**src/rtl/uart_rx_fifo.sv**
```systemverilog
// uart_rx_fifo: 8N1 UART receiver feeding a small received-byte FIFO.
// The serial line is synchronized and sampled at mid-bit. Good bytes are pushed
// into the FIFO; bad stop bits and drops caused by a full FIFO are each flagged
// with a one-cycle pulse.
module uart_rx_fifo #(
  parameter int CLK_DIV    = 434,
  parameter int FIFO_DEPTH = 16
) (
  input  logic                          clk,
  input  logic                          rst_n,
  input  logic                          uart_rx,
  output logic                          rx_valid,
  output logic [7:0]                    rx_data,
  input  logic                          rx_ready,
  output logic [$clog2(FIFO_DEPTH):0]   rx_count,
  output logic                          frame_err,
  output logic                          overflow
);

  localparam int AW = $clog2(FIFO_DEPTH);

  localparam logic [1:0] IDLE  = 2'd0;
  localparam logic [1:0] START = 2'd1;
  localparam logic [1:0] DATA  = 2'd2;
  localparam logic [1:0] STOP  = 2'd3;

  localparam logic [15:0] BIT_END  = 16'(CLK_DIV - 1);
  localparam logic [15:0] HALF_END = 16'(CLK_DIV / 2 - 1);

  logic          sync1_reg;
  logic          sync2_reg;     // synchronized line value (rxs)
  logic [1:0]    line_ok_reg;   // set once sync2_reg holds a real line sample
  logic          rxs_prev_reg;
  logic [1:0]    state_reg;
  logic [15:0]   timer_reg;
  logic [2:0]    bit_idx_reg;
  logic [7:0]    shift_reg;
  logic          frame_err_reg;
  logic          overflow_reg;

  logic [7:0]    mem [FIFO_DEPTH];
  logic [AW-1:0] wr_ptr_reg;
  logic [AW-1:0] rd_ptr_reg;
  logic [AW:0]   count_reg;

  logic          push_req;
  logic          pop;
  logic          full;
  logic          push_ok;

  // Two-flop synchronizer. The previous-value flop only records real samples,
  // so a line that is already low when reset ends is not seen as a falling edge.
  always_ff @(posedge clk or negedge rst_n) begin
    if (!rst_n) begin
      sync1_reg    <= 1'b1;
      sync2_reg    <= 1'b1;
      line_ok_reg  <= 2'b00;
      rxs_prev_reg <= 1'b0;
    end else begin
      sync1_reg    <= uart_rx;
      sync2_reg    <= sync1_reg;
      line_ok_reg  <= {line_ok_reg[0], 1'b1};
      rxs_prev_reg <= line_ok_reg[1] & sync2_reg;
    end
  end

  // Receive FSM: detect start, confirm it at half a bit, then sample each
  // data bit and the stop bit one full bit period apart.
  always_ff @(posedge clk or negedge rst_n) begin
    if (!rst_n) begin
      state_reg     <= IDLE;
      timer_reg     <= '0;
      bit_idx_reg   <= '0;
      shift_reg     <= '0;
      frame_err_reg <= 1'b0;
    end else begin
      frame_err_reg <= 1'b0;
      case (state_reg)
        IDLE: begin
          timer_reg   <= '0;
          bit_idx_reg <= '0;
          if (rxs_prev_reg && !sync2_reg) state_reg <= START;
        end
        START: begin
          if (timer_reg == HALF_END) begin
            timer_reg <= '0;
            state_reg <= sync2_reg ? IDLE : DATA;
          end else begin
            timer_reg <= timer_reg + 16'd1;
          end
        end
        DATA: begin
          if (timer_reg == BIT_END) begin
            timer_reg              <= '0;
            shift_reg[bit_idx_reg] <= sync2_reg;
            if (bit_idx_reg == 3'd7) state_reg <= STOP;
            else bit_idx_reg <= bit_idx_reg + 3'd1;
          end else begin
            timer_reg <= timer_reg + 16'd1;
          end
        end
        STOP: begin
          if (timer_reg == BIT_END) begin
            timer_reg <= '0;
            state_reg <= IDLE;
            if (!sync2_reg) frame_err_reg <= 1'b1;
          end else begin
            timer_reg <= timer_reg + 16'd1;
          end
        end
        default: state_reg <= IDLE;
      endcase
    end
  end

  assign push_req = (state_reg == STOP) && (timer_reg == BIT_END) && sync2_reg;
  assign pop      = (count_reg != '0) && rx_ready;
  assign full     = (count_reg == (AW+1)'(FIFO_DEPTH));
  // A full FIFO still takes the byte when the head leaves in the same cycle.
  assign push_ok  = push_req && (!full || pop);

  // FIFO storage write; no reset so the array can map onto RAM.
  always_ff @(posedge clk) begin
    if (push_ok) mem[wr_ptr_reg] <= shift_reg;
  end

  // FIFO pointers, occupancy and the overflow pulse.
  always_ff @(posedge clk or negedge rst_n) begin
    if (!rst_n) begin
      wr_ptr_reg   <= '0;
      rd_ptr_reg   <= '0;
      count_reg    <= '0;
      overflow_reg <= 1'b0;
    end else begin
      overflow_reg <= push_req && !push_ok;
      if (push_ok) wr_ptr_reg <= wr_ptr_reg + AW'(1);
      if (pop)     rd_ptr_reg <= rd_ptr_reg + AW'(1);
      case ({push_ok, pop})
        2'b10:   count_reg <= count_reg + (AW+1)'(1);
        2'b01:   count_reg <= count_reg - (AW+1)'(1);
        default: count_reg <= count_reg;
      endcase
    end
  end

  assign rx_valid  = (count_reg != '0);
  assign rx_data   = rx_valid ? mem[rd_ptr_reg] : 8'h00;
  assign rx_count  = count_reg;
  assign frame_err = frame_err_reg;
  assign overflow  = overflow_reg;

endmodule

```
**config.mk**
```make
export PLATFORM = sky130hd
export DESIGN_NAME = uart_rx_fifo
export DESIGN_NICKNAME = d
export VERILOG_FILES = /design/src/rtl/uart_rx_fifo.sv
export SDC_FILE = /design/constraint.sdc
export NUM_CORES = 1
export LEC_CHECK = 0
export BUFFER_PORTS_ARGS = -buffer_cell sky130_fd_sc_hd__buf_2
export CAP_MARGIN = 15
export CORE_UTILIZATION = 60
export DETAILED_ROUTE_END_ITERATION = 6
export GPL_TIMING_DRIVEN = 0
export PLACE_DENSITY = 0.83
export SETUP_SLACK_MARGIN = 0.1
export SLEW_MARGIN = 20
export SYNTH_ARGS = -nofsm -noshare
export SYNTH_HDL_FRONTEND = slang
export SYNTH_SLANG_ARGS = --single-unit
```
**constraint.sdc**
```tcl
create_clock -name clk -period 6.8 [get_ports clk]
set_input_delay 1.02 -clock clk [delete_from_list [all_inputs] [get_ports clk]]
set_output_delay 1.02 -clock clk [all_outputs]
set_load 0.01 [all_outputs]
```
; Word-level counts from Yosys, hierarchy flattened
; Memories as Yosys holds them, arrays and structs flattened.
; Index checks and enable logic that the tools add are counted.
[totals]
reg_bits = 49
latchBits = 0
ram_bits = 128
romBits = 0
out_inout_bits = 16
wordCells = 80
mem_count = 1
[mem_list]
columns = name, words, word_bits, rd, rd_clocked_by_memory_dff, wr, line_no
row1 = mem, 16, 8, 1, 0, 1, 41  ; logic [7:0] mem [FIFO_DEPTH];
[op_classes]
n_addsub = 6
multipliers = 0
div_mod_pow = 0
n_lt_le_gt_ge = 2
eq_ne = 15
shifts = 0
muxes = 23
bitwise_logic = 1
n_reduce_logical = 19
[ops]
columns = cell, n
row1 = $pmux 16 s3, 1
row2 = $mux 16, 2
row3 = $add 16x1->16 const B, 1
row4 = $eq 16x8->1 const B, 1
row5 = $eq 16x9->1 const B, 1
row6 = $mux 2, 6
row7 = $ne 2x2->1 const B, 6
row8 = $pmux 5 s2, 1
row9 = $add 4x1->4 const B, 2
row10 = $bwmux 8, 1
row11 = $mux 8, 1
row12 = $pmux 2 s4, 1
row13 = $logic_and 1x1->1, 7
row14 = $eq 2x2->1 const B, 3
row15 = $mux 1, 6
row16 = $mux 3, 2
row17 = $pmux 3 s2, 1
row18 = $add 5x1->5 const B, 1
row19 = $eq 5x5->1 const B, 1
row20 = $reduce_and 5->1, 1
row21 = $reduce_bool 5->1, 1
row22 = $sub 5x1->5 const B, 1
row23 = $eq 2x1->1 const B, 2
row24 = $lt 3x4->1 const B, 1
row25 = other kinds (12), 15

; Logic depth before layout (Yosys ltp)
; Gate-level depths: netlist of run 1.
[depth]
word_depth = 6
depth_mapped = 12
depth_no_buf = 11

; Least setup slack after synthesis of run 1
; OpenSTA, ideal clock, no wires.
[synth_timing]
path_type = flip-flop to output port
from = reg rd_ptr_reg[0]
to = out rx_data[0]
t_arrival_ps = 2104
t_required_ps = 5780
slack_ps = 3676
stages_incl_launch_ff = 6
cell_sequence = dfrtp_1 -> clkbuf_1 -> buf_2 -> mux4_2 -> mux4_2 -> nor2b_1
[synth_between]
elab_chain_cells = 2
[synth_lines]
columns = element, line_no
row1 = from (decl), 43  ; logic [AW-1:0] rd_ptr_reg;
row2 = from (signal assigned), 137  ; if (pop) rd_ptr_reg <= rd_ptr_reg + AW'(1);
row3 = $mem_v2 16x8, --
row4 = $mux 8, 147  ; assign rx_data = rx_valid ? mem[rd_ptr_reg] : 8'h00;
row5 = to (decl), 13  ; output logic [7:0] rx_data,
; No other way between the ends.

; Final worst setup path of run 1
[layout_timing]
from = reg rd_ptr_reg[0]
to = out rx_data[2]
; Same word-level chain as after synthesis.

==> results of run 1 <==
final timing paths:
| kind | from | end | cells past startpoint | slack (ps) |
|---|---|---|---|---|
| min | sync1_reg | sync2_reg | 0 | 360 |
| max reg2reg | rx_count[1] | rx_count[4] | 9 | 3770 |
| min reg2reg | sync1_reg | sync2_reg | 0 | 360 |
| min in group asynchronous | rst_n | rd_ptr_reg[1] | 1 | 600 |
| max | rd_ptr_reg[0] | rx_data[2] | 6 | 2730 |
| max in group asynchronous | rst_n | timer_reg[12] | 1 | 5780 |
synth_stat cells (10+ instances only):
library cell | count | area (sq um)
xnor2_1 | 15 | 131
nor2b_1 | 11 | 68.8
nor2_1 | 29 | 109
mux2_2 | 11 | 124
ha_1 | 12 | 150
and2_1 | 14 | 87.6
nand2_1 | 16 | 60.1
edfxtp_1 | 128 | 3840
dfrtp_1 | 47 | 1180
mux4_2 | 40 | 901
clkbuf_1 | 10 | 37.5
where the power goes:
part	total, mW	switching (mW)	leakage, nW	internal, mW
Sequential	1.17	0.00947	2.15	1.16
Clock	0.939	0.383	0.274	0.556
Combinational	0.0712	0.0485	0.890	0.0227
cell type report:
class / instances / share of cell area
diodes: 1 / 0.000302
plain buffers: 19 / 0.0101
clock buffers: 21 / 0.0556
clock inverters: 11 / 0.0138
inverters: 9 / 0.00408
multi-input cells: 227 / 0.269
flip-flops and latches: 177 / 0.613
well taps: 147 / 0.0222
repair buffers: 19 / 0.0118
kinds of logic (layout without fill, tap and decap cells):
logic type | after synthesis | count (layout) | synth area share
xor gates and xnor gates | 24 | 24 | 0.0283
buffers and inverters | 28 | 79 | 0.0159
AOI/OAI and AO/OA | 22 | 22 | 0.0214
DFF | 177 | 177 | 0.684
adders and majority gates | 12 | 12 | 0.0202
other | 1 | 2 | 0.000506
muxes | 52 | 52 | 0.140
and+or+nand+nor | 116 | 116 | 0.0901
layer usage:
metal | vias to the layer above | part of all wire | global-route usage
li1 | 1736 | - | -
met1 | 1942 | 0.40 | 0.285
met2 | 125 | 0.51 | 0.396
met3 | 24 | 0.061 | 0.0562
met4 | 0 | 0.028 | 0.110
met5 | - | 0 | 0
per-stage QoR:
step | utilization | std cells
after floorplan | - | 432
final | 0.689 | 631
after detailed placement | 0.641 | 598
after global routing | 0.689 | 630
after global placement | 0.641 | 598
after CTS | 0.689 | 630
==> flow_summary_export.csv, run 1 <==
group,metric,value,unit
sta,max_slew_margin,0.398,
critical_path,cp_max_fo,10,
critical_path,end_kind,"output port",
placed_design,place_area,7700,sq um
critical_path,max_stage_delay,620,ps
sta,setup_ws,2730,ps
placed_design,post-place-ws,3170,ps
cts,clock_latency,430,ps
cts,htree_levels,4,
logic_synthesis,synth-async-reset-ratio,0.277,
cts,cts_tree,"yes",
cts,clock-sinks,177,
pwr,p_per_area,263,nW/um^2
critical_path,critPathBufInv,3,
cells_and_area,layout-drive-gt1-share,0.238,
placed_design,dp.final_hpwl,8.78,mm
cells_and_area,n_fill_cell,757,
pwr,ir_drop,174,uV
detailed_routing,drt_pass1_iterations,5,
logic_synthesis,syn-cell-area,7420,sq um
cts,cts_resized,0,
floorplan,die_y,113,um
cells_and_area,final_area,8280,sq um
grt,grt_pass1_vias,3991,
sta,fmax,0.246,GHz
detailed_routing,dr_total_vias,3827,
cts,numCtsBuffers,17,
critical_path,worst_setup_path_start_kind,"register",
critical_path,critPathSlowestCell,"mux4_2",
detailed_routing,drt-vias-per-instance,6.06,
logic_synthesis,synth_nets,448,
cts,post_cts_buffers,0,
cts,clk_pin_slew,60,ps
logic_synthesis,syn-instance-count,432,
critical_path,cp.required,5780,ps
grt,grt-ovfl-total,0,
logic_synthesis,yosysSeqAreaShare,0.684,
detailed_routing,drc,0,
detailed_routing,antenna_left,0,
cells_and_area,final_cell_mix,"edfxtp_1, dfrtp_1, mux4_2",
detailed_routing,drt_iter0_markers,286,
floorplan,start_util,0.618,
logic_synthesis,synth_edf_count,128,
cts,hold_buffers,0,
sta,timing.final.crit_share,0.599,
critical_path,crit_family,"multiplexers",
grt,grt_use_total,0.234,
sta,setup_viol,0,
placed_design,routabilityCongestion,0.828,
cells_and_area,largest_reg_flops,128,
sta,rsz0062_at_grt,"false",
pwr,power.total,2.18,mW
run,drv_cap,0,
detailed_routing,wl,13.5,mm
floorplan,row_count,40,
grt,grt_max_degree,50,
grt,grt_pass1_wl,21.4,mm
floorplan,boundaryPins,20,
logic_synthesis,synth_cell_types,48,
grt,antenna_found_initial,1,
floorplan,coreArea,12000,sq um
cells_and_area,nNetsFinal,486,
pwr,leakage,3.31,nW
sta,holdWs,357,ps
placed_design,port_buffers,19,
logic_synthesis,ys_warn_count,0,
sta,hold_viol_final,0,
logic_synthesis,synth_ff_type,"edfxtp_1",
sta,fin_crit,4070,ps
sta,skew,8.96,ps
floorplan,die_area,12800,sq um
logic_synthesis,synth_seq_cells,177,
detailed_routing,avgRoutedWirePerCell,21.4,um
cts,cts-root-buf,"clkbuf_16",
floorplan,die_x,113,um
sta,tns,0,ps
cells_and_area,multi_input_area,2230,sq um
min_path,hp-class,"reg -> reg",
critical_path,path_class,"reg -> out",
critical_path,arrival,3050,ps
sta,worst_pin_slew,902,ps
cells_and_area,regArea,5070,sq um
cells_and_area,syn2layout_area_growth,11.6,%
sta,drv_slew,0,
run_status,status,"complete, no violations",
cts,cts.path.max_buffers,2,
cells_and_area,final_common_cell,"edfxtp_1",
critical_path,crit_chain,"clkbuf_1, buf_2, mux4_2, mux4_2, nor2b_1, buf_2",
logic_synthesis,syn_avg_cell_area,17.2,sq um
Power figures use the tool's default switching activity.
==> inputs of run 2 (changes only) <==
--- a/config.mk
+++ b/config.mk
@@ -7,10 +7,10 @@
 export LEC_CHECK = 0
 export BUFFER_PORTS_ARGS = -buffer_cell sky130_fd_sc_hd__buf_2
 export CAP_MARGIN = 15
-export CORE_UTILIZATION = 60
+export CORE_UTILIZATION = 56
 export DETAILED_ROUTE_END_ITERATION = 6
 export GPL_TIMING_DRIVEN = 0
-export PLACE_DENSITY = 0.83
+export PLACE_DENSITY = 0.82
 export SETUP_SLACK_MARGIN = 0.1
 export SLEW_MARGIN = 20
 export SYNTH_ARGS = -nofsm -noshare
==> constraint.sdc (replaced) <==
create_clock -name clk -period 3.3 [get_ports clk]
set_input_delay 0.495 -clock clk [delete_from_list [all_inputs] [get_ports clk]]
set_output_delay 0.495 -clock clk [all_outputs]
set_load 0.01 [all_outputs]
==> flow_summary_export.csv, run 2 (same netlist as run 1, synthesis figures left out) <==
group,metric,value,unit
cells_and_area,final_cells,655,
critical_path,cp_common_cell,"mux4_2",
sta,worst_pin_slew,913,ps
placed_design,dp.final_hpwl,8.82,mm
critical_path,ff2ff_setup_slack,350,ps
grt,met2_usage,0.400,
sta,drv_slew,0,
grt,grt-ovfl-total,0,
cts,cts.path.max_buffers,2,
sta,fmax,0.321,GHz
placed_design,place_inst,623,
cells_and_area,n_fill_cell,820,
grt,grt_use_total,0.231,
detailed_routing,drt-vias-per-instance,5.86,
cells_and_area,regArea,5070,sq um
detailed_routing,drc,0,
critical_path,r2r_end,"mem[8][5]",
floorplan,boundaryPins,20,
detailed_routing,antenna_left,0,
critical_path,crit_chain,"clkbuf_4, buf_6, mux4_2, mux4_2, nor2b_1, buf_2",
grt,grt_pass1_vias,3870,
min_path,hp-class,"in -> async",
cells_and_area,nNetsFinal,486,
cells_and_area,largest_reg_flops,128,
critical_path,crit_family,"multiplexers",
cells_and_area,final_cell_mix,"edfxtp_1, dfrtp_1, mux4_2",
placed_design,port_buffers,19,
pwr,power.total,4.58,mW
detailed_routing,drt_pass1_iterations,5,
floorplan,die_area,13700,sq um
critical_path,max_stage_delay,570,ps
critical_path,arrival,2620,ps
cts,numCtsBuffers,17,
grt,grt_pass1_wl,21.8,mm
critical_path,worst_setup_path_start_kind,"register",
floorplan,die_x,117,um
sta,rsz0062_at_grt,"false",
floorplan,coreArea,12800,sq um
cells_and_area,multi_input_area,2230,sq um
detailed_routing,wl,14.0,mm
run,drv_cap,0,
floorplan,start_util,0.581,
cts,cts-root-buf,"clkbuf_16",
grt,grt_max_degree,50,
cts,hold_buffers,0,
cts,cts_tree,"yes",
cells_and_area,layout-drive-gt1-share,0.246,
critical_path,r2r-start,"timer_reg[2]",
grt,grt.busiest_layer,"met2",
cts,clock_latency,420,ps
critical_path,critPathSlowestCell,"mux4_2",
sta,max_slew_margin,0.392,
floorplan,row_count,41,
cells_and_area,final_common_cell,"edfxtp_1",
critical_path,end_kind,"output port",
sta,hold_viol_final,0,
sta,fin_crit,3110,ps
cells_and_area,diodes,0,
critical_path,critPathBufInv,3,
sta,timing.final.crit_share,0.944,
pwr,ir_drop,273,uV
run_status,status,"complete, no violations",
sta,setup_viol,0,
critical_path,crit_start,"rd_ptr_reg[0]",
sta,skew,8.16,ps
critical_path,path_class,"reg -> out",
detailed_routing,drt_iter0_markers,296,
grt,grtUsageMet3,0.0453,
critical_path,reg2reg_depth,7,
pwr,leakage,3.35,nW
pwr,p_per_area,548,nW/um^2
cts,clk_pin_slew,60,ps
cts,clock-sinks,177,
cts,htree_levels,4,
grt,antenna_found_initial,0,
placed_design,routabilityCongestion,0.799,
detailed_routing,dr_total_vias,3836,
sta,tns,0,ps
grt,use_met1,0.289,
critical_path,cp.required,2800,ps
cells_and_area,syn2layout_area_growth,12.8,%
detailed_routing,avgRoutedWirePerCell,21.4,um
floorplan,die_y,117,um
critical_path,cp_max_fo,10,
==> run 2: changes by cell type in the layout (fill, tap and decap cells not counted), moves of 2 or more <==
cell,previous run,this run
clkbuf_1,12,7
buf_6,1,4
clkbuf_8,2,0
bufinv_16,2,4
clkbuf_4,0,4
clkinvlp_4,3,1
buf_2,22,19
==> run 2: worst register-to-register path, stage by stage, from the launching register on <==
cell	delay [ps]
dfrtp_1	440
nor4_1	530
and4_1	260
buf_2	200
and3_4	230
buf_6	140
nand3b_1	150
nor2_1	630
==> run 2: cell type report <==
type                            instances  area share
Buffer                                 19      0.0142
Clock buffer                           19      0.0517
Clock inverter                         13      0.0200
Inverter                                9     0.00404
Multi-Input combinational cell        227       0.266
Sequential cell                       177       0.606
Tap cell                              172      0.0257
Timing Repair Buffer                   19      0.0117
==> run 2: worst max-delay path by stage <==
stage                   to  slack, ps  depth (start not counted)
6_report        rx_data[5]        190                          6
5_1_grt         rx_data[5]        110                          6
4_1_cts         rx_data[5]        130                          6
3_5_place_dp    rx_data[2]        190                          6
3_3_place_gp    rx_data[7]        270                          6
2_1_floorplan  rx_count[4]        590                          9
==> run 2: stage by stage <==
stage | util | hold WS (ps) | cell area, sq um | worst slack [ps]
global placement | 0.605 | 333 | 7730 | 266
finish | 0.655 | 86.7 | 8370 | 186
detailed placement | 0.605 | 342 | 7730 | 194
global route | 0.655 | 134 | 8370 | 110
CTS | 0.655 | 160 | 8360 | 126
floorplan | - | 199 | 7420 | 593
==> run 2: per-layer routing <==
layer,up-vias,routed length [um],part of all wire
met5,-,0,0
met3,18,627,0.045
met2,102,7590,0.54
met4,0,247,0.018
li1,1736,-,-
met1,1980,5580,0.40
==> run 2: where the power goes <==
| group | total, mW | internal (mW) | switching (mW) |
|---|---|---|---|
| clock network | 2.03 | 1.25 | 0.776 |
| registers | 2.41 | 2.39 | 0.0206 |
| logic | 0.146 | 0.0461 | 0.100 |
==> run 2: repair_timing <==
action,CTS,global route
setup buffers,0,0
resized for setup,14,2
setup endpoints to repair,8,4
